### config.mk
export PLATFORM = sky130hd
export DESIGN_NAME = pc_unit
export DESIGN_NICKNAME = d
export VERILOG_FILES = /design/src/rtl/pc_unit_pkg.sv /design/src/rtl/pc_unit.sv
export SDC_FILE = /design/constraint.sdc
export NUM_CORES = 1
export LEC_CHECK = 0
export CAP_MARGIN = 20
export CORE_UTILIZATION = 57
export DETAILED_ROUTE_END_ITERATION = 8
export MAX_ROUTING_LAYER = met4
export PLACE_DENSITY = 0.88
export REMOVE_ABC_BUFFERS = 1
export SKIP_LAST_GASP = 1
export SLEW_MARGIN = 20
export SYNTH_ARGS = -nofsm -noshare
export SYNTH_HDL_FRONTEND = slang
export SYNTH_SLANG_ARGS = --single-unit
### constraint.sdc
create_clock -name clk -period 8.35 [get_ports clk]
set_clock_uncertainty 0.15 [all_clocks]
set_input_delay 1.2525 -clock clk [delete_from_list [all_inputs] [get_ports clk]]
set_output_delay 1.2525 -clock clk [all_outputs]
set_load 0.01 [all_outputs]
### src/rtl/pc_unit_pkg.sv
// Shared encodings for the program-counter unit: next-PC select codes,
// run/halt state and the target alignment rule.
package pc_unit_pkg;

    localparam logic [1:0] SEL_SEQ  = 2'b00;
    localparam logic [1:0] SEL_JAL  = 2'b01;
    localparam logic [1:0] SEL_JALR = 2'b10;
    localparam logic [1:0] SEL_RSVD = 2'b11;

    typedef enum logic {
        RUN  = 1'b0,
        HALT = 1'b1
    } state_e;

    // Bit 0 of a legal target is always clear, so only bit 1 decides alignment.
    function automatic logic target_misaligned(input logic addr_bit1, input bit c_ext);
        return !c_ext && addr_bit1;
    endfunction

endpackage

### src/rtl/pc_unit.sv
// Program-counter unit: architectural PC register, next-PC selection,
// stall, halt-address detection, misaligned-target trap and retire counter.
//
//   state | meaning
//   ------+--------------------------------------------------------------
//   RUN   | PC advances on every non-stalled edge (sequential or redirect)
//   HALT  | sequential fetch reached HALT_PC; everything frozen until rst
module pc_unit
    import pc_unit_pkg::*;
#(
    parameter int unsigned     XLEN     = 32,
    parameter logic [XLEN-1:0] RESET_PC = '0,
    parameter bit              HALT_EN  = 1'b1,
    parameter logic [XLEN-1:0] HALT_PC  = XLEN'(32'h0000_006c),
    parameter logic [XLEN-1:0] TRAP_VEC = XLEN'(32'h0000_0100),
    parameter bit              C_EXT    = 1'b0,
    parameter int unsigned     CNT_W    = 32
) (
    input  logic             clk,
    input  logic             rst,
    input  logic             stall,
    input  logic [1:0]       sel,
    input  logic             branch_taken,
    input  logic             trap_ret,
    input  logic [XLEN-1:0]  offset,
    input  logic [XLEN-1:0]  rs1_data,
    output logic [XLEN-1:0]  pc,
    output logic [XLEN-1:0]  next_pc,
    output logic [XLEN-1:0]  epc,
    output logic             trap,
    output logic             halted,
    output logic [CNT_W-1:0] instret
);

    localparam logic [XLEN-1:0] ILEN = XLEN'(4);

    state_e            state_q;
    logic [XLEN-1:0]   pc_q;
    logic [XLEN-1:0]   epc_q;
    logic              trap_q;
    logic [CNT_W-1:0]  instret_q;

    logic [XLEN-1:0]   pc_d;
    logic [CNT_W-1:0]  instret_d;
    logic [XLEN-1:0]   target;
    logic [XLEN-1:0]   jalr_sum;
    logic              redirect;
    logic              sequential;
    logic              take_trap;
    logic              halt_hit;

    assign jalr_sum = rs1_data + offset;

    always_comb begin
        target     = pc_q + ILEN;
        redirect   = 1'b0;
        sequential = 1'b0;
        if (trap_ret) begin
            target   = epc_q;
            redirect = 1'b1;
        end else if (sel == SEL_JAL) begin
            target   = pc_q + offset;
            redirect = 1'b1;
        end else if (sel == SEL_JALR) begin
            target   = {jalr_sum[XLEN-1:1], 1'b0};
            redirect = 1'b1;
        end else if (branch_taken) begin
            target   = pc_q + offset;
            redirect = 1'b1;
        end else begin
            sequential = 1'b1;
        end
    end

    // Only redirects can land misaligned; pc+4 from an aligned pc never does.
    assign take_trap = (state_q == RUN) && redirect && target_misaligned(target[1], C_EXT);
    assign halt_hit  = (state_q == RUN) && HALT_EN && sequential && (pc_q == HALT_PC);

    always_comb begin
        pc_d = target;
        if (state_q == HALT || halt_hit) begin
            pc_d = pc_q;
        end else if (take_trap) begin
            pc_d = TRAP_VEC;
        end
    end

    assign instret_d = instret_q + CNT_W'(1);

    always_ff @(posedge clk) begin
        if (rst) begin
            state_q   <= RUN;
            pc_q      <= RESET_PC;
            epc_q     <= '0;
            trap_q    <= 1'b0;
            instret_q <= '0;
        end else begin
            trap_q <= 1'b0;
            if (!stall) begin
                case (state_q)
                    RUN: begin
                        pc_q <= pc_d;
                        if (take_trap) begin
                            epc_q  <= pc_q;
                            trap_q <= 1'b1;
                        end else begin
                            instret_q <= instret_d;
                            if (halt_hit) begin
                                state_q <= HALT;
                            end
                        end
                    end
                    HALT: begin
                        state_q <= HALT;
                    end
                    default: begin
                        state_q <= RUN;
                    end
                endcase
            end
        end
    end

    assign pc      = pc_q;
    assign next_pc = pc_d;
    assign epc     = epc_q;
    assign trap    = trap_q;
    assign halted  = (state_q == HALT);
    assign instret = instret_q;

endmodule

==> impl_table.tex, run 1 <==
\begin{tabular}{lr}
\hline
Metric & Value \\
\hline
\multicolumn{2}{l}{\textbf{Pwr}} \\
IR drop worst, VDD & 0.126 mV \\
Power density cells & 127 mW/mm\^{}2 \\
Internal power & approximately 0.92 mW \\
Sequential group share of total power & approximately a third \\
Total leakage power & approximately 4.3 nW \\
Proportion of total power due to net switching & 37.9\% \\
Psw & between 0.5 and 0.6 mW \\
Portion of total power attributed to the clock network & between 20\% and 30\% \\
Share of total power in combinational logic & between 30\% and 40\% \\
\multicolumn{2}{l}{\textbf{Timing}} \\
Final period demand of the worst path & a little over 7000 ps \\
Min Hold Slack & about 330 ps \\
Final-report setup violation count & 0 \\
Worst-case headroom to the max-slew limit & 26.9\% \\
Transition time at the pin with the least slew margin & between 1000 and 1500 ps \\
Max Clk Rate & 142 MHz \\
Final count of pins violating max slew & 0 \\
Final count of hold timing violations & 0 \\
Fraction of the cycle the final worst path needs & 84.3\% \\
Setup total negative slack & 0 ps \\
RSZ-0062 raised after global routing & no \\
\multicolumn{2}{l}{\textbf{Route}} \\
TritonRoute pass-1 iters & 6 \\
Remaining antenna violation count & 0 \\
Initial detailed-routing violation count & 1304 \\
Total DRC errors in the routed layout & 0 \\
Via count & approximately 11000 \\
DR WL/cell & roughly 22 microns \\
Detailed-route vias per instance & approximately 6.7 \\
Final wirelength & between 30 and 40 mm \\
\multicolumn{2}{l}{\textbf{Cells and area}} \\
Area delta synth->final & 23.4\% \\
Diode count & 0 \\
Number of non-filler instances in the completed layout & approximately 1600 \\
Fill cell count & approximately 1400 \\
Share of post-route cells with drive strength above 1 & 4.05\% \\
Final standard cell utilization of the core & 72.3\% \\
Post-route standard cell area excluding fillers & about 0.012 sq mm \\
\# nets final & 1564 \\
\multicolumn{2}{l}{\textbf{CTS}} \\
Worst-skew pair later-pin latency & between 300 and 400 ps \\
Clock input transition at the sequential cells of the worst setup and hold paths & roughly 70 ps \\
TritonCTS clock tree & yes \\
Clock root buffer & clkbuf\_16 \\
Hold-fix buffer count after cts & 0 \\
Deepest clock path buffer count & 2 \\
Count of instances resized after the clock tree is built & 0 \\
Number of clock buffers inserted by TritonCTS & 9 \\
Clock net sink count & 98 \\
Setup fix buffers added after clock tree synthesis & 0 \\
Depth of the CTS H-tree & 3 \\
\multicolumn{2}{l}{\textbf{Yosys}} \\
Proportion of register bits with asynchronous set or reset after synthesis & 0\% \\
Number of synthesized register bits & between 90 and 100 \\
Primary FF master, synth & dfxtp\_1 \\
Top cell type's share of synthesized area & about a fifth \\
Cell types with the largest area share after synthesis & dfxtp\_1 21\%, ha\_1 8.4\%, nand2\_1 7.6\% \\
Top cell types by occurrence after synthesis & 189 x nand2\_1, 128 x a21oi\_1, 114 x nor2\_1 \\
Post-synth EDFFs & 0 \\
Top cell type by total area after synthesis & dfxtp\_1 \\
Cell area after synthesis & 0.00938 sq mm \\
Cell variety after synth & 95 \\
Average footprint of a synthesized cell & 7.28 sq um \\
Sequential area share after synthesis & 20.9\% \\
Count of mapped cells out of synthesis & 1289 \\
Cell with the most instances after synthesis & nand2\_1 \\
Synthesis Warnings & 0 \\
\multicolumn{2}{l}{\textbf{Global route}} \\
Antenna violations before repair & 0 \\
Vias in the first global route & 9986 \\
GRT Util Overall & a little over two fifths \\
Largest net degree at the start of global routing & between 60 and 70 \\
Global route overflow & 0 \\
First-pass GRT wire length & 53.6 mm \\
\multicolumn{2}{l}{\textbf{Floorplan}} \\
Vertical extent of the die & between 100 and 150 microns \\
Chip width & roughly 130 microns \\
Initial Util & around three fifths \\
Core region area & $\sim$0.016 sq mm \\
Top-Level Pins & between 200 and 250 \\
Site Rows & 46 \\
Die footprint & around 0.017 sq mm \\
\multicolumn{2}{l}{\textbf{Critical path}} \\
Type of the worst setup path & in -> out \\
Count of buffering cells on the critical path with inverters included & 4 \\
Required time of the worst setup path & just under 7000 ps \\
Startpoint types & input pin \\
CP Data Arrival Time & between 5000 and 6000 ps \\
Worst Path Max Fanout & 16 \\
Critical-path cell list & clkdlybuf4s50\_1 -> ha\_1 -> inv\_1 -> fa\_1 -> inv\_1 -> o211a\_1 -> o211ai\_2 -> nand2b\_1 -> a21oi\_1 -> o211ai\_1 -> a211oi\_1 -> a21o\_1 -> clkdlybuf4s50\_1 \\
Worst stage delay on the critical path & approximately 820 ps \\
Critical path capture point type & output port \\
Cell family with most CP delay & compound AO/OA/AOI/OAI gates \\
Slowest cell on the critical path & o211ai\_2 \\
\multicolumn{2}{l}{\textbf{Placement}} \\
Placer Congestion & 1.05 \\
Placed standard-cell area & between 0.01 and 0.015 sq mm \\
Input/output buffers & 200 \\
Hpwl dp & between 20 and 30 mm \\
Cell count after placement & about 1600 \\
\multicolumn{2}{l}{\textbf{Flow run}} \\
\# Max-Cap Violations & 0 \\
\multicolumn{2}{l}{\textbf{Status}} \\
Result of the run & finished, final reports clean \\
\multicolumn{2}{l}{\textbf{Min path}} \\
Worst hold path type & reg -> reg \\
\hline
\end{tabular}
power by group through the flow:
stage	combinational, mW	clock (mW)	sequential, mW
after floorplan	0.300	0	0.512
after global placement	0.506	0	0.519
after detailed placement	0.512	0	0.519
after CTS	0.516	0.428	0.508
after global routing	0.569	0.443	0.511
final	0.534	0.432	0.510
sequential cells by signal, indices dropped and copies added, names as in the netlist:
name	flops
trap	1
halted	1
epc	32
pc	32
instret	32
worst register-to-register path, stage by stage, from the launching register on:
cell	delay [ps]
dfxtp_1	590
ha_1	280
inv_1	70
fa_1	480
inv_1	40
o211a_1	140
o211ai_2	820
nand2b_1	650
a21oi_1	300
o211ai_1	130
a211oi_1	330
a22oi_1	150
nor2_1	110
area by class of cell:
cell class | instances | area (sq um) | share of cell area (%)
Timing Repair Buffer | 210 | 2070 | 17.9
Tap cell | 216 | 270 | 2.33
Sequential cell | 98 | 1960 | 16.9
Multi-Input combinational cell | 1085 | 6880 | 59.4
Clock inverter | 6 | 61.3 | 0.530
Clock buffer | 10 | 239 | 2.06
Inverter | 24 | 90.1 | 0.778
cell usage in the layout (no fill, tap or decap), types with 5 or more instances in the layout:
cell	count
o21ai_0	69
nor4_1	13
buf_4	10
a2111oi_0	5
nor2b_1	11
o41ai_1	9
nand2b_1	21
a211oi_1	18
nor3_1	32
o221ai_1	5
a221oi_1	6
clkdlybuf4s50_1	199
a31oi_1	12
clkbuf_16	9
o211ai_1	6
mux2i_1	7
o21a_1	13
inv_1	22
o31ai_1	17
a21o_1	24
a21oi_1	128
nor2_1	113
nand3_1	49
and3_1	10
o21ai_1	11
o22ai_1	5
a211o_1	6
xnor2_1	40
a32o_1	8
or3_1	10
nand2_1	189
and4_1	7
ha_1	63
and2_1	5
xor2_1	56
nand4_1	31
dfxtp_1	98
kinds of logic after synthesis:
logic type | count (synthesis) | share of synthesized area (%)
AO/OA/AOI/OAI | 396 | 28.0
XOR/XNOR | 96 | 8.97
adder cells (fa/ha/maj) | 65 | 8.83
buffers and inverters | 106 | 5.78
flip-flops | 98 | 20.9
multiplexers | 9 | 0.987
AND/OR/NAND/NOR | 519 | 26.5
path summary, 6_finish.rpt:
kind / start / end / slack, ps / depth (start not counted)
max: offset[0] / next_pc[18] / 1310 / 13
max reg2reg: pc[0]$_SDFFE_PP0P_ / pc[18]$_SDFFE_PP0P_ / 4080 / 12
min: epc[29]$_SDFFE_PP0P_ / epc[29]$_SDFFE_PP0P_ / 330 / 2
min reg2reg: epc[29]$_SDFFE_PP0P_ / epc[29]$_SDFFE_PP0P_ / 330 / 2
per-stage QoR:
stage | setup slack [ps] | power (mW)
6_report | 1310 | 1.48
2_1_floorplan | 2600 | 0.812
5_1_grt | 1190 | 1.52
3_3_place_gp | 1540 | 1.02
3_5_place_dp | 1440 | 1.03
4_1_cts | 1440 | 1.45
per-layer routing:
layer | share of wire [%] | up-vias | track usage [%]
li1 | - | 5004 | -
met1 | 40 | 5052 | 52.9
met2 | 44 | 783 | 63.9
met3 | 10 | 188 | 8.20
met4 | 6.0 | 0 | 26.0
met5 | 0 | - | -
(Power assumes the default switching activity.)
==> inputs of run 2 (changes only) <==
--- a/config.mk
+++ b/config.mk
@@ -6,10 +6,10 @@
 export NUM_CORES = 1
 export LEC_CHECK = 0
 export CAP_MARGIN = 20
-export CORE_UTILIZATION = 57
+export CORE_UTILIZATION = 53
 export DETAILED_ROUTE_END_ITERATION = 8
 export MAX_ROUTING_LAYER = met4
-export PLACE_DENSITY = 0.88
+export PLACE_DENSITY = 0.83
 export REMOVE_ABC_BUFFERS = 1
 export SKIP_LAST_GASP = 1
 export SLEW_MARGIN = 20
==> constraint.sdc (replaced) <==
create_clock -name clk -period 6.6 [get_ports clk]
set_clock_uncertainty 0.15 [all_clocks]
set_input_delay 0.99 -clock clk [delete_from_list [all_inputs] [get_ports clk]]
set_output_delay 0.99 -clock clk [all_outputs]
set_load 0.01 [all_outputs]
==> impl_table.tex, run 2 (synthesis results as in run 1) <==
\begin{tabular}{lr}
\hline
Metric & Value \\
\hline
\multicolumn{2}{l}{\textbf{Status}} \\
Result of the run & finished, final reports clean \\
\multicolumn{2}{l}{\textbf{Timing}} \\
Final period demand of the worst path & slightly above 6000 ps \\
Final-report setup violation count & 0 (unchanged) \\
Fraction of the cycle the final worst path needs & around nine tenths \\
Final count of hold timing violations & 0 (unchanged) \\
Final count of pins violating max slew & 0 (unchanged) \\
Max Clk Rate & roughly 170 MHz \\
Transition time at the pin with the least slew margin & 1100 ps (+3.68 ps) \\
RSZ-0062 raised after global routing & no \\
Worst-case headroom to the max-slew limit & 26.7\% (-0.25 points) \\
Min Hold Slack & 325 ps (-2.05 ps) \\
Setup total negative slack & 0 ps (unchanged) \\
\multicolumn{2}{l}{\textbf{Global route}} \\
First-pass GRT wire length & 55.6 mm (+3.8\%) \\
GRT Util Overall & 40.8\% (-1.9 points) \\
Vias in the first global route & 9963 (-0.23\%) \\
Global route overflow & 0 (unchanged) \\
Antenna violations before repair & 0 (unchanged) \\
Largest net degree at the start of global routing & 78 (+26\%) \\
\multicolumn{2}{l}{\textbf{Cells and area}} \\
\# nets final & 1570 (+0.38\%) \\
Diode count & 0 (unchanged) \\
Share of post-route cells with drive strength above 1 & 4.45\% (+0.40 points) \\
Area delta synth->final & 24.1\% \\
Commonest non-fill, non-tap cell in the layout & clkdlybuf4s50\_1 \\
Most used cells in the layout excluding fill and tap cells & 199 x clkdlybuf4s50\_1, 189 x nand2\_1, 128 x a21oi\_1, 113 x nor2\_1, 98 x dfxtp\_1 \\
Number of non-filler instances in the completed layout & 1664 (+0.91\%) \\
Fill cell count & 1518 (+9.9\%) \\
\multicolumn{2}{l}{\textbf{CTS}} \\
Clock net sink count & 98 (unchanged) \\
TritonCTS clock tree & yes \\
Deepest clock path buffer count & 2 (unchanged) \\
Hold-fix buffer count after cts & 0 (unchanged) \\
Clock root buffer & clkbuf\_16 \\
Depth of the CTS H-tree & 3 (unchanged) \\
Count of instances resized after the clock tree is built & 0 (unchanged) \\
Number of clock buffers inserted by TritonCTS & 9 (unchanged) \\
Setup fix buffers added after clock tree synthesis & 0 (unchanged) \\
Worst-skew pair later-pin latency & 360 ps (about the same) \\
Clock input transition at the sequential cells of the worst setup and hold paths & 70 ps (about the same) \\
\multicolumn{2}{l}{\textbf{Floorplan}} \\
Core region area & 0.0173 sq mm (+8.1\%) \\
Vertical extent of the die & 135 microns (+3.7\%) \\
Site Rows & 48 (+4.3\%) \\
Initial Util & 54.2\% (-4.4 points) \\
Top-Level Pins & 201 (unchanged) \\
Die footprint & 0.0182 sq mm (+7.4\%) \\
Chip width & 135 microns (+3.7\%) \\
\multicolumn{2}{l}{\textbf{Min path}} \\
Worst hold path type & reg -> reg \\
\multicolumn{2}{l}{\textbf{Pwr}} \\
IR drop worst, VDD & 0.151 mV (+20\%) \\
Total leakage power & 4.35 nW (+0.80\%) \\
Power density cells & 161 mW/mm\^{}2 (+26\%) \\
\multicolumn{2}{l}{\textbf{Critical path}} \\
Startpoint types & input pin \\
Worst Path Max Fanout & 4 (-12) \\
Required time of the worst setup path & 5460 ps (-1490 ps) \\
CP Data Arrival Time & 4920 ps (-710 ps) \\
Critical path capture point type & output port \\
Type of the worst setup path & in -> out \\
\multicolumn{2}{l}{\textbf{Route}} \\
Via count & 10900 (-1.3\%) \\
DR WL/cell & 22.1 microns (+2.3\%) \\
Final wirelength & 36.8 mm (+3.3\%) \\
TritonRoute pass-1 iters & 8 (+2) \\
Remaining antenna violation count & 0 (unchanged) \\
Total DRC errors in the routed layout & 0 (unchanged) \\
Detailed-route vias per instance & 6.54 (-2.2\%) \\
Initial detailed-routing violation count & 1317 (+1.0\%) \\
\multicolumn{2}{l}{\textbf{Placement}} \\
Cell count after placement & 1648 (+0.92\%) \\
Placer Congestion & 0.977 (-7.2\%) \\
Hpwl dp & 28.0 mm (+5.8\%) \\
Input/output buffers & 200 (unchanged) \\
\multicolumn{2}{l}{\textbf{Flow run}} \\
\# Max-Cap Violations & 0 (unchanged) \\
\hline
\end{tabular}
run 2: cell count changes in the layout (fill, tap and decap cells not counted), sizes merged:
cell      change
inv           +1
clkinv        +1
clkinvlp      -1
clkbuf        -1
buf           +6
run 2: power breakdown:
part	internal, mW	switching, mW
Sequential	0.605	0.0396
Clock	0.271	0.278
Combinational	0.282	0.400
Total	1.16	0.717
run 2: layout make-up:
type / count / area [sq um] / area share [%]
clock buffer: 9 / 225 / 1.94
clock inverter: 7 / 81.3 / 0.699
inverter: 24 / 90.1 / 0.774
multi-input combinational: 1085 / 6880 / 59.1
sequential: 98 / 1960 / 16.9
tap: 225 / 282 / 2.42
timing repair buffer: 216 / 2120 / 18.2
run 2: through the flow:
step	power (mW)	area (sq um)	utilization [%]	setup slack, ps
after floorplan	1.03	8930	-	1370
after global placement	1.31	11300	65.5	659
after detailed placement	1.32	11300	65.5	649
after CTS	1.86	11600	67.3	636
after global routing	1.95	11600	67.3	296
final	1.88	11600	67.3	543
run 2: path summary, 6_finish.rpt:
path | start | to | slack, ps | cells past startpoint
max | offset[2] | next_pc[28] | 540 | 12
min | epc[14]$_SDFFE_PP0P_ | epc[14]$_SDFFE_PP0P_ | 320 | 2
max reg2reg | pc[2]$_SDFFE_PP0P_ | pc[20]$_SDFFE_PP0P_ | 2610 | 9
min reg2reg | epc[14]$_SDFFE_PP0P_ | epc[14]$_SDFFE_PP0P_ | 320 | 2
run 2: layer usage:
metal | vias up | track usage, % | wire length, microns
met5 | - | - | 0
met4 | 0 | 18.3 | 1840
met3 | 137 | 5.48 | 3450
li1 | 5020 | - | -
met1 | 5060 | 51.8 | 14800
met2 | 668 | 64.4 | 16800
run 2: worst max-delay path, stage by stage:
cell,delay [ps]
clkdlybuf4s50_1,440
ha_1,360
nor2b_1,170
o31a_1,270
o31ai_1,530
a21oi_1,300
a21o_1,280
a31oi_1,370
xnor2_1,200
a221oi_2,130
o31ai_1,290
clkdlybuf4s50_1,580
